===== config.mk =====
export PLATFORM = sky130hd
export DESIGN_NAME = insn_fetch
export DESIGN_NICKNAME = d
export VERILOG_FILES = /design/src/rtl/cpu_pkg.sv /design/src/rtl/fetch_buf.sv /design/src/rtl/insn_fetch.sv
export SDC_FILE = /design/constraint.sdc
export NUM_CORES = 1
export LEC_CHECK = 0
export ABC_AREA = 1
export BUFFER_PORTS_ARGS = -buffer_cell sky130_fd_sc_hd__buf_2
export CORE_ASPECT_RATIO = 1.25
export CORE_MARGIN = 1
export CORE_UTILIZATION = 50
export DETAILED_ROUTE_END_ITERATION = 7
export MAX_ROUTING_LAYER = met4
export PLACE_DENSITY_LB_ADDON = 0.25
export REMOVE_ABC_BUFFERS = 1
export SLEW_MARGIN = 10
export SYNTH_ARGS = -nofsm -noshare
export SYNTH_HDL_FRONTEND = slang
export SYNTH_SLANG_ARGS = --single-unit

===== constraint.sdc =====
create_clock -name clk_i -period 4.6 [get_ports clk_i]
set_input_delay 0.46 -clock clk_i [delete_from_list [all_inputs] [get_ports clk_i]]
set_output_delay 0.46 -clock clk_i [all_outputs]
set_load 0.02 [all_outputs]

===== src/rtl/cpu_pkg.sv =====
// Shared CPU constants and types used by the fetch stage.
package cpu_pkg;

  localparam logic [31:0] NOP_INSN        = 32'h0000_0013;
  localparam int unsigned FETCH_BUF_DEPTH = 2;

  // One fetched instruction as held in the fetch buffer (65 bits).
  typedef struct packed {
    logic        fault;
    logic [31:0] pc;
    logic [31:0] insn;
  } fetch_entry_t;

endpackage


===== src/rtl/fetch_buf.sv =====
// Two-entry fall-through FIFO for fetched instructions.
// When empty, a push is visible on the head in the same cycle, so a push and
// pop together at count 0 passes the entry straight through without storing it.
// Flush beats push and pop.
module fetch_buf
  import cpu_pkg::*;
(
  input  logic         clk_i,
  input  logic         rst_ni,
  input  logic         flush_i,
  input  logic         push_i,
  input  fetch_entry_t push_data_i,
  input  logic         pop_i,
  output logic         valid_o,
  output fetch_entry_t head_o,
  output logic [1:0]   count_o
);

  fetch_entry_t mem_q [FETCH_BUF_DEPTH];
  logic         rd_ptr_q, rd_ptr_d;
  logic         wr_ptr_q, wr_ptr_d;
  logic [1:0]   count_q, count_d;
  logic         empty;
  logic         store;
  logic         deq;

  assign empty   = (count_q == 2'd0);
  assign valid_o = !empty || push_i;
  assign count_o = count_q;
  // Pass-through pop consumes the pushed entry; nothing is stored then.
  assign store   = push_i && !(empty && pop_i);
  assign deq     = pop_i && !empty;

  // Head presentation; zero when there is nothing to show.
  always_comb begin
    if (!empty) begin
      head_o = mem_q[rd_ptr_q];
    end else if (push_i) begin
      head_o = push_data_i;
    end else begin
      head_o = '0;
    end
  end

  // Pointer and occupancy next-state.
  always_comb begin
    rd_ptr_d = rd_ptr_q;
    wr_ptr_d = wr_ptr_q;
    count_d  = count_q;
    if (flush_i) begin
      rd_ptr_d = 1'b0;
      wr_ptr_d = 1'b0;
      count_d  = 2'd0;
    end else begin
      rd_ptr_d = rd_ptr_q ^ deq;
      wr_ptr_d = wr_ptr_q ^ store;
      count_d  = count_q + {1'b0, store} - {1'b0, deq};
    end
  end

  // State registers and storage.
  always_ff @(posedge clk_i or negedge rst_ni) begin
    if (!rst_ni) begin
      rd_ptr_q <= 1'b0;
      wr_ptr_q <= 1'b0;
      count_q  <= 2'd0;
      for (int i = 0; i < FETCH_BUF_DEPTH; i++) begin
        mem_q[i] <= '0;
      end
    end else begin
      rd_ptr_q <= rd_ptr_d;
      wr_ptr_q <= wr_ptr_d;
      count_q  <= count_d;
      if (!flush_i && store) begin
        mem_q[wr_ptr_q] <= push_data_i;
      end
    end
  end

`ifndef SYNTHESIS
  // The fetch credit logic must never overfill the buffer.
  push_when_full: assert property (@(posedge clk_i) disable iff (!rst_ni)
    !(push_i && !flush_i && !pop_i && count_q == 2'(FETCH_BUF_DEPTH)));
`endif

endmodule


===== src/rtl/insn_fetch.sv =====
// Instruction fetch stage: owns the PC, issues ROM reads against buffer
// credit, and delivers instructions to decode over valid/ready.
// Optional INSN_FETCH_MISALIGN_EN: a misaligned redirect target produces one
// fault entry and halts fetch until the next redirect.
module insn_fetch
  import cpu_pkg::*;
#(
  parameter int unsigned MEM_DEPTH = 256,
  parameter logic [31:0] RESET_PC  = 32'h0000_0000
) (
  input  logic                         clk_i,
  input  logic                         rst_ni,
  output logic [$clog2(MEM_DEPTH)+1:2] rom_addr_o,
  input  logic [31:0]                  rom_rdata_i,
  input  logic                         redirect_i,
  input  logic [31:0]                  redirect_pc_i,
  output logic                         insn_valid_o,
  input  logic                         insn_ready_i,
  output logic [31:0]                  insn_o,
  output logic [31:0]                  insn_pc_o,
  output logic                         insn_fault_o
);

  localparam int unsigned Aw = $clog2(MEM_DEPTH);

  logic [31:0]  pc_q, pc_d;
  logic [31:0]  tag_pc_q, tag_pc_d;
  logic         inflight_q, inflight_d;
  logic         halted;
  logic         fault_pend;
  logic [31:0]  fault_pc;
  logic         fault_en;
  logic         pop;
  logic         issue;
  logic [2:0]   occupancy;
  logic         buf_push;
  logic         buf_valid;
  logic [1:0]   buf_count;
  fetch_entry_t buf_push_data;
  fetch_entry_t buf_head;

`ifdef INSN_FETCH_MISALIGN_EN
  logic        halted_q, halted_d;
  logic        fault_pend_q, fault_pend_d;
  logic [31:0] fault_pc_q, fault_pc_d;
  logic        misalign;

  assign misalign   = redirect_i && (redirect_pc_i[1:0] != 2'b00);
  assign halted     = halted_q;
  assign fault_pend = fault_pend_q;
  assign fault_pc   = fault_pc_q;
  assign fault_en   = 1'b1;

  // Halt and fault-entry bookkeeping; any redirect re-decides both.
  always_comb begin
    halted_d     = halted_q;
    fault_pend_d = misalign;
    fault_pc_d   = fault_pc_q;
    if (redirect_i) begin
      halted_d = misalign;
    end
    if (misalign) begin
      fault_pc_d = redirect_pc_i;
    end
  end

  // Misalign state registers.
  always_ff @(posedge clk_i or negedge rst_ni) begin
    if (!rst_ni) begin
      halted_q     <= 1'b0;
      fault_pend_q <= 1'b0;
      fault_pc_q   <= 32'h0;
    end else begin
      halted_q     <= halted_d;
      fault_pend_q <= fault_pend_d;
      fault_pc_q   <= fault_pc_d;
    end
  end
`else
  assign halted     = 1'b0;
  assign fault_pend = 1'b0;
  assign fault_pc   = 32'h0;
  assign fault_en   = 1'b0;
`endif

  assign pop = buf_valid && insn_ready_i;

  // Entries owed or held, less the one leaving this cycle. Pop implies at
  // least one of the added terms is set, so this never underflows.
  assign occupancy = {1'b0, buf_count} + {2'b00, inflight_q} + {2'b00, fault_pend}
                   - {2'b00, pop};
  assign issue     = !redirect_i && !halted && (occupancy < 3'd2);

  // PC advance, redirect, and tagging of the issued address.
  always_comb begin
    pc_d       = pc_q;
    tag_pc_d   = tag_pc_q;
    inflight_d = issue;
    if (redirect_i) begin
      pc_d = redirect_pc_i & ~32'h3;
    end else if (issue) begin
      pc_d     = pc_q + 32'd4;
      tag_pc_d = pc_q;
    end
  end

  // PC and inflight registers.
  always_ff @(posedge clk_i or negedge rst_ni) begin
    if (!rst_ni) begin
      pc_q       <= RESET_PC;
      tag_pc_q   <= 32'h0;
      inflight_q <= 1'b0;
    end else begin
      pc_q       <= pc_d;
      tag_pc_q   <= tag_pc_d;
      inflight_q <= inflight_d;
    end
  end

  // A response arriving alongside a redirect is dropped by the flush.
  assign buf_push = inflight_q || fault_pend;

  // Push source: pending fault marker or the ROM response.
  always_comb begin
    if (fault_pend) begin
      buf_push_data = '{fault: 1'b1, pc: fault_pc, insn: NOP_INSN};
    end else begin
      buf_push_data = '{fault: 1'b0, pc: tag_pc_q, insn: rom_rdata_i};
    end
  end

  fetch_buf u_fetch_buf (
    .clk_i       (clk_i),
    .rst_ni      (rst_ni),
    .flush_i     (redirect_i),
    .push_i      (buf_push),
    .push_data_i (buf_push_data),
    .pop_i       (pop),
    .valid_o     (buf_valid),
    .head_o      (buf_head),
    .count_o     (buf_count)
  );

  assign rom_addr_o   = pc_q[Aw+1:2];
  assign insn_valid_o = buf_valid;
  assign insn_o       = buf_head.insn;
  assign insn_pc_o    = buf_head.pc;
  assign insn_fault_o = buf_head.fault & fault_en;

endmodule


# Word level (Yosys, flattened, before mapping)
# Index checks and enable logic that the tools add are counted.
# word_totals
out_inout_bits,74
reg_bits,199
input_bits,68
elab_cells,53
# op_classes
magnitude_cmp,4
muxes,13
reduce_logical,14
n_addsub,5
bitwise_logic,5
# op_table
op,n
$mux 64,5
$bwmux 130,1
$demux 65 s1,1
$mux 65,1
$mux 32,2
$add 32x3->32 const B,1
$logic_and 1x1->1,7
$ge 2x2->1 const B,2
$not 1->2,2
$add 2x1->3,1
$logic_not 1->1,3
$lt 3x2->1 const B,1
$sub 3x1->3,1
$add 2x1->2,1
$logic_not 2->1,1
$lt 2x1->1 const B,1
$mux 1,2
$mux 2,1
$reduce_and 2->1,1
$reduce_bool 2->1,1
$sub 2x1->2,1
$xor 1x1->1,2
$logic_or 1x1->1,1
$not 1->1,1

# Depth between registers and ports, before layout
# logic_depth
depth_word,10
depth_mapped,12
ltp_nobuf,11

# Hierarchy
# Synthesis repeated with hierarchy kept, for this count alone.
# unflattened
cells_unflattened,1381
hier_area_um2,10308.6
# modules_own_cells
module,instances,cells_per_inst,seq_area_each_um2,area_each_um2
fetch_buf,1,899,3353.2,6802.8
insn_fetch,1,482,1526.5,3505.9

# Least setup slack after synthesis
# Ideal clock, no wire load.
# synth_timing
kind,register to register
start,"reg u_fetch_buf.count_q[1], in the netlist u_fetch_buf.count_o[1]"
end,reg tag_pc_q[20]
required_time_ps,4523
path_buffers,2
t_arrival_ps,2455
setup_ps,77
stages_incl_launch_ff,11
synth_period_minus_slack_ps,2532
slack_ps,2068
cell_sequence,dfrtp_1 > nor2_4 > a21oi_1 > ha_1 > or2_2 > fa_1 > xnor2_1 > nand3_2 > buf_2 > buf_2 > a21oi_1
# synth_between
elab_chain_len,8
word_cells_on_any_way,9
classes_between,add/sub (2); order compare (1); reduce/logical (6)
# synth_lines
element,line_no,rtl
"start, declared",fetch_buf.sv:22,"logic [1:0] count_q, count_d;"
"start signal, assigned",fetch_buf.sv:73,count_q <= count_d;
$logic_not 2->1,fetch_buf.sv:27,assign empty = (count_q == 2'd0);
$logic_not 1->1,fetch_buf.sv:28,assign valid_o = !empty || push_i;
$logic_or 1x1->1,fetch_buf.sv:28,
$logic_and 1x1->1,insn_fetch.sv:86,assign pop = buf_valid && insn_ready_i;
$sub 3x1->3 (*),insn_fetch.sv:91,"- {2'b00, pop};"
$lt 3x2->1 (*),insn_fetch.sv:92,assign issue = !redirect_i && !halted && (occupancy < 3'd2);
$logic_and 1x1->1 (*),insn_fetch.sv:92,
$reduce_and 2->1 (no source line) (*),-,
"end signal, assigned",insn_fetch.sv:115,tag_pc_q <= tag_pc_d;
"end, declared",insn_fetch.sv:27,"logic [31:0] tag_pc_q, tag_pc_d;"
# Every way passes the cells marked *; elsewhere a longest branch is shown, timed or not.
# A chain may end at the register's enable or synchronous reset.

# Worst setup path in the final report
# layout_timing
start,"reg u_fetch_buf.count_q[1], in the netlist u_fetch_buf.count_o[1]"
end,reg pc_q[10]
# layout_between
elab_chain_len,8
word_cells_on_any_way,9
classes_between,add/sub (2); order compare (1); reduce/logical (6)
# layout_lines
element,line_no,rtl
$logic_not 2->1,fetch_buf.sv:27,
$logic_not 1->1,fetch_buf.sv:28,
$logic_or 1x1->1,fetch_buf.sv:28,
$logic_and 1x1->1,insn_fetch.sv:86,
$sub 3x1->3 (*),insn_fetch.sv:91,
$lt 3x2->1 (*),insn_fetch.sv:92,
$logic_and 1x1->1 (*),insn_fetch.sv:92,
$reduce_bool 2->1 (no source line) (*),-,
"end signal, assigned",insn_fetch.sv:114,pc_q <= pc_d;
"end, declared",insn_fetch.sv:26,"logic [31:0] pc_q, pc_d;"
# Marked as above.

==> run metrics <==
Starting Density=51.3%; Comb power frac=42.7%; Pwr Total=7.75 mW; Hold Path Class=primary input to async pin; largest net degree at the start of global routing=109; Slew @ Worst Pin=1.03 ns; residual DRC count=0; sequential area share after synthesis=50.7%; fin. max-slew vios=0; P_sw=3.38 mW; filler cell count in the final layout=1714; GRT Total Usage=26.2%; initial antenna violation count=0; global-route wire length before repair=38400 um; Setup Skew=0.00848 ns; Final ANT Viol Nets=0; most frequent cells in the layout=nand2_1, dfrtp_1, o21ai_0; power density cells=732 nW/um^2; Chip Width=124 um; WHS=0.0998 ns; DR iter-0 viols=520; post-CTS setup buffers=0; H-tree lvl count=4; Bufs on Longest Clock Path=2; crit path cell chain=nor2_4 > a21oi_1 > ha_1 > or2_2 > fa_1 > xnor2_1 > nand3_2 > inv_2 > nand3_1 > o211ai_1; ANT cells=0; CP Capture Type=flip-flop; critical path's slowest cell=inv_2; clock share of power=20.5%; share of power burned in registers=36.8%; post-place instance area=9960 um^2; routed vias=8074; syn avg cell area=8.05 um^2; CP top delay family=simple AND/OR/NAND/NOR gates; Max Freq=0.290 GHz; Die ar.=19200 um^2; leakage=5.31 nW; Synth-to-Final Area Change=13.5%; TritonCTS buffer count=17; RSZ-0062 raised after global routing=false; Mapped Area=9330 um^2; CTS Hold Buffers Added=0; clock tree root driver cell=clkbuf_16; largest stage delay on the critical path=0.65 ns; Req. time, crit path=4.95 ns; total negative slack=0 ns; final net count=1321; share of layout cells above drive strength 1=15.8%; Max-slew headroom=31.2%; worst skew pair latency=0.43 ns; number of global-route vias before repair=7731; critical path class=flip-flop to flip-flop; Tmin final=3.45 ns; core area=18200 um^2; synthesized flop and latch total=189; Yosys Warn Count=0; Synth Instances=1159; CTS tree=yes; sw frac=43.6%; crit share post-route=75.0%; final instance area=10600 um^2; dominant cell type by area after synthesis=dfrtp_1; Ports=142; post_cts resized=0; GR Overflow Total=0; status=completed; final hold violation count=0; RePlAce Congestion=0.895; Distinct cells, synth=33; WP data arrival=3.80 ns; MaxCap Viol Count=0; drt wl/cell=15.6 um; clk sink count=189; hpwl dp=14400 um; final setup vio count=0; Int Pwr=4.37 mW; die height=155 um; Buf+Inv Stages, Crit Path=1; Peak VDD IR=355 uV; final wirelength=23200 um; port bufs=136; commonest non-fill, non-tap cell in the layout=nand2_1; Cell Rows=55; Vias per Instance=5.42; CTS clock-pin slew for the worst setup and hold paths=0.07 ns; drt first pass iters=5; Startpoint Class=flip-flop; Yosys top cell area share=50.7%; Crit Path Max Fanout=34; top cells by area, synth=dfrtp_1, nand2_1, o21ai_0
## worst register-to-register path: stages, from the launching register on
cell and delay (ns):
dfrtp_1 0.47, nor2_4 0.23, a21oi_1 0.09, ha_1 0.27, or2_2 0.30, fa_1 0.38, xnor2_1 0.22, nand3_2 0.50
inv_2 0.66, nand3_1 0.14, o211ai_1 0.11
## state kept, by name (all words and copies together) (netlist names)
name                  cells
u_fetch_buf.mem_q       124
pc_q                     30
tag_pc_q                 30
u_fetch_buf.count_o       2
buf_push                  1
u_fetch_buf.rd_ptr_q      1
u_fetch_buf.wr_ptr_q      1
## area by class of cell
class / count / area (um^2) / share of cell area, %
clock buffer: 20 / 447 / 4.22
clock inverter: 12 / 184 / 1.74
inverter: 117 / 439 / 4.15
multi-input combinational: 778 / 3730 / 35.2
sequential: 189 / 4730 / 44.7
tap: 228 / 285 / 2.69
timing repair buffer: 145 / 769 / 7.27
## power by group through the flow
stage | Sequential, mW | Combinational (mW) | Clock, mW
6_report | 2.85 | 3.31 | 1.59
5_1_grt | 2.94 | 3.74 | 1.68
4_1_cts | 2.84 | 3.34 | 1.61
3_5_place_dp | 2.86 | 3.32 | 0
3_3_place_gp | 2.84 | 3.24 | 0
2_1_floorplan | 2.81 | 2.22 | 0
## final timing paths
kind	start	to	slack [ns]	depth (start not counted)
worst max-delay path	u_fetch_buf.count_o[1]$_DFF_PN0_	pc_q[10]$_DFFE_PN0P_	1.15	10
worst min-delay path	rst_ni	u_fetch_buf.mem_q[35]$_DFFE_PN0P_	0.1	1
worst max register to register	u_fetch_buf.count_o[1]$_DFF_PN0_	pc_q[10]$_DFFE_PN0P_	1.15	10
worst min register to register	u_fetch_buf.mem_q[85]$_DFFE_PN0P_	u_fetch_buf.mem_q[85]$_DFFE_PN0P_	0.48	2
max in group asynchronous	rst_ni	u_fetch_buf.rd_ptr_q$_DFF_PN0_	3.35	2
min in group clk_i	redirect_pc_i[2]	pc_q[2]$_DFFE_PN0P_	0.25	3
## per-layer routing
metal  routed length [um]  track usage [%]  up-vias
li1                     -                -     3966
met1                10400             34.3     3849
met2                11400             41.9      234
met3                 1070             4.42       25
met4                  348             7.31        0
met5                    0                -        -
## cell usage after synthesis, drive strengths merged
master,number
nand2,252
o21ai,215
dfrtp,189
nor2,126
inv,117
o22ai,62
nand3,52
clkbuf,41
buf,36
a21oi,19
nand3b,8
nand4,8
xnor2,7
nor3,6
o211ai,6
ha,4
o21bai,4
xor2,3
a31oi,1
conb,1
fa,1
or2,1
## metrics by stage
step / setup slack (ns) / utilization [%] / cells
3_5_place_dp: 1.17 / 54.8 / 1457
3_3_place_gp: 1.22 / 54.8 / 1457
5_1_grt: 0.824 / 58.3 / 1489
4_1_cts: 1.14 / 58.3 / 1489
6_report: 1.15 / 58.3 / 1489
2_1_floorplan: 1.29 / - / 1084
## cell families after synthesis
| group | count (synthesis) | share of synthesized area [%] |
|---|---|---|
| AOI/OAI and AO/OA | 307 | 17.8 |
| and+or+nand+nor | 453 | 20.2 |
| DFF | 189 | 50.7 |
| other | 1 | 0.0402 |
| buffers and inverters | 194 | 9.51 |
| xor gates and xnor gates | 10 | 0.939 |
| adders and majority gates | 5 | 0.751 |
Power figures use the tool's default switching activity.
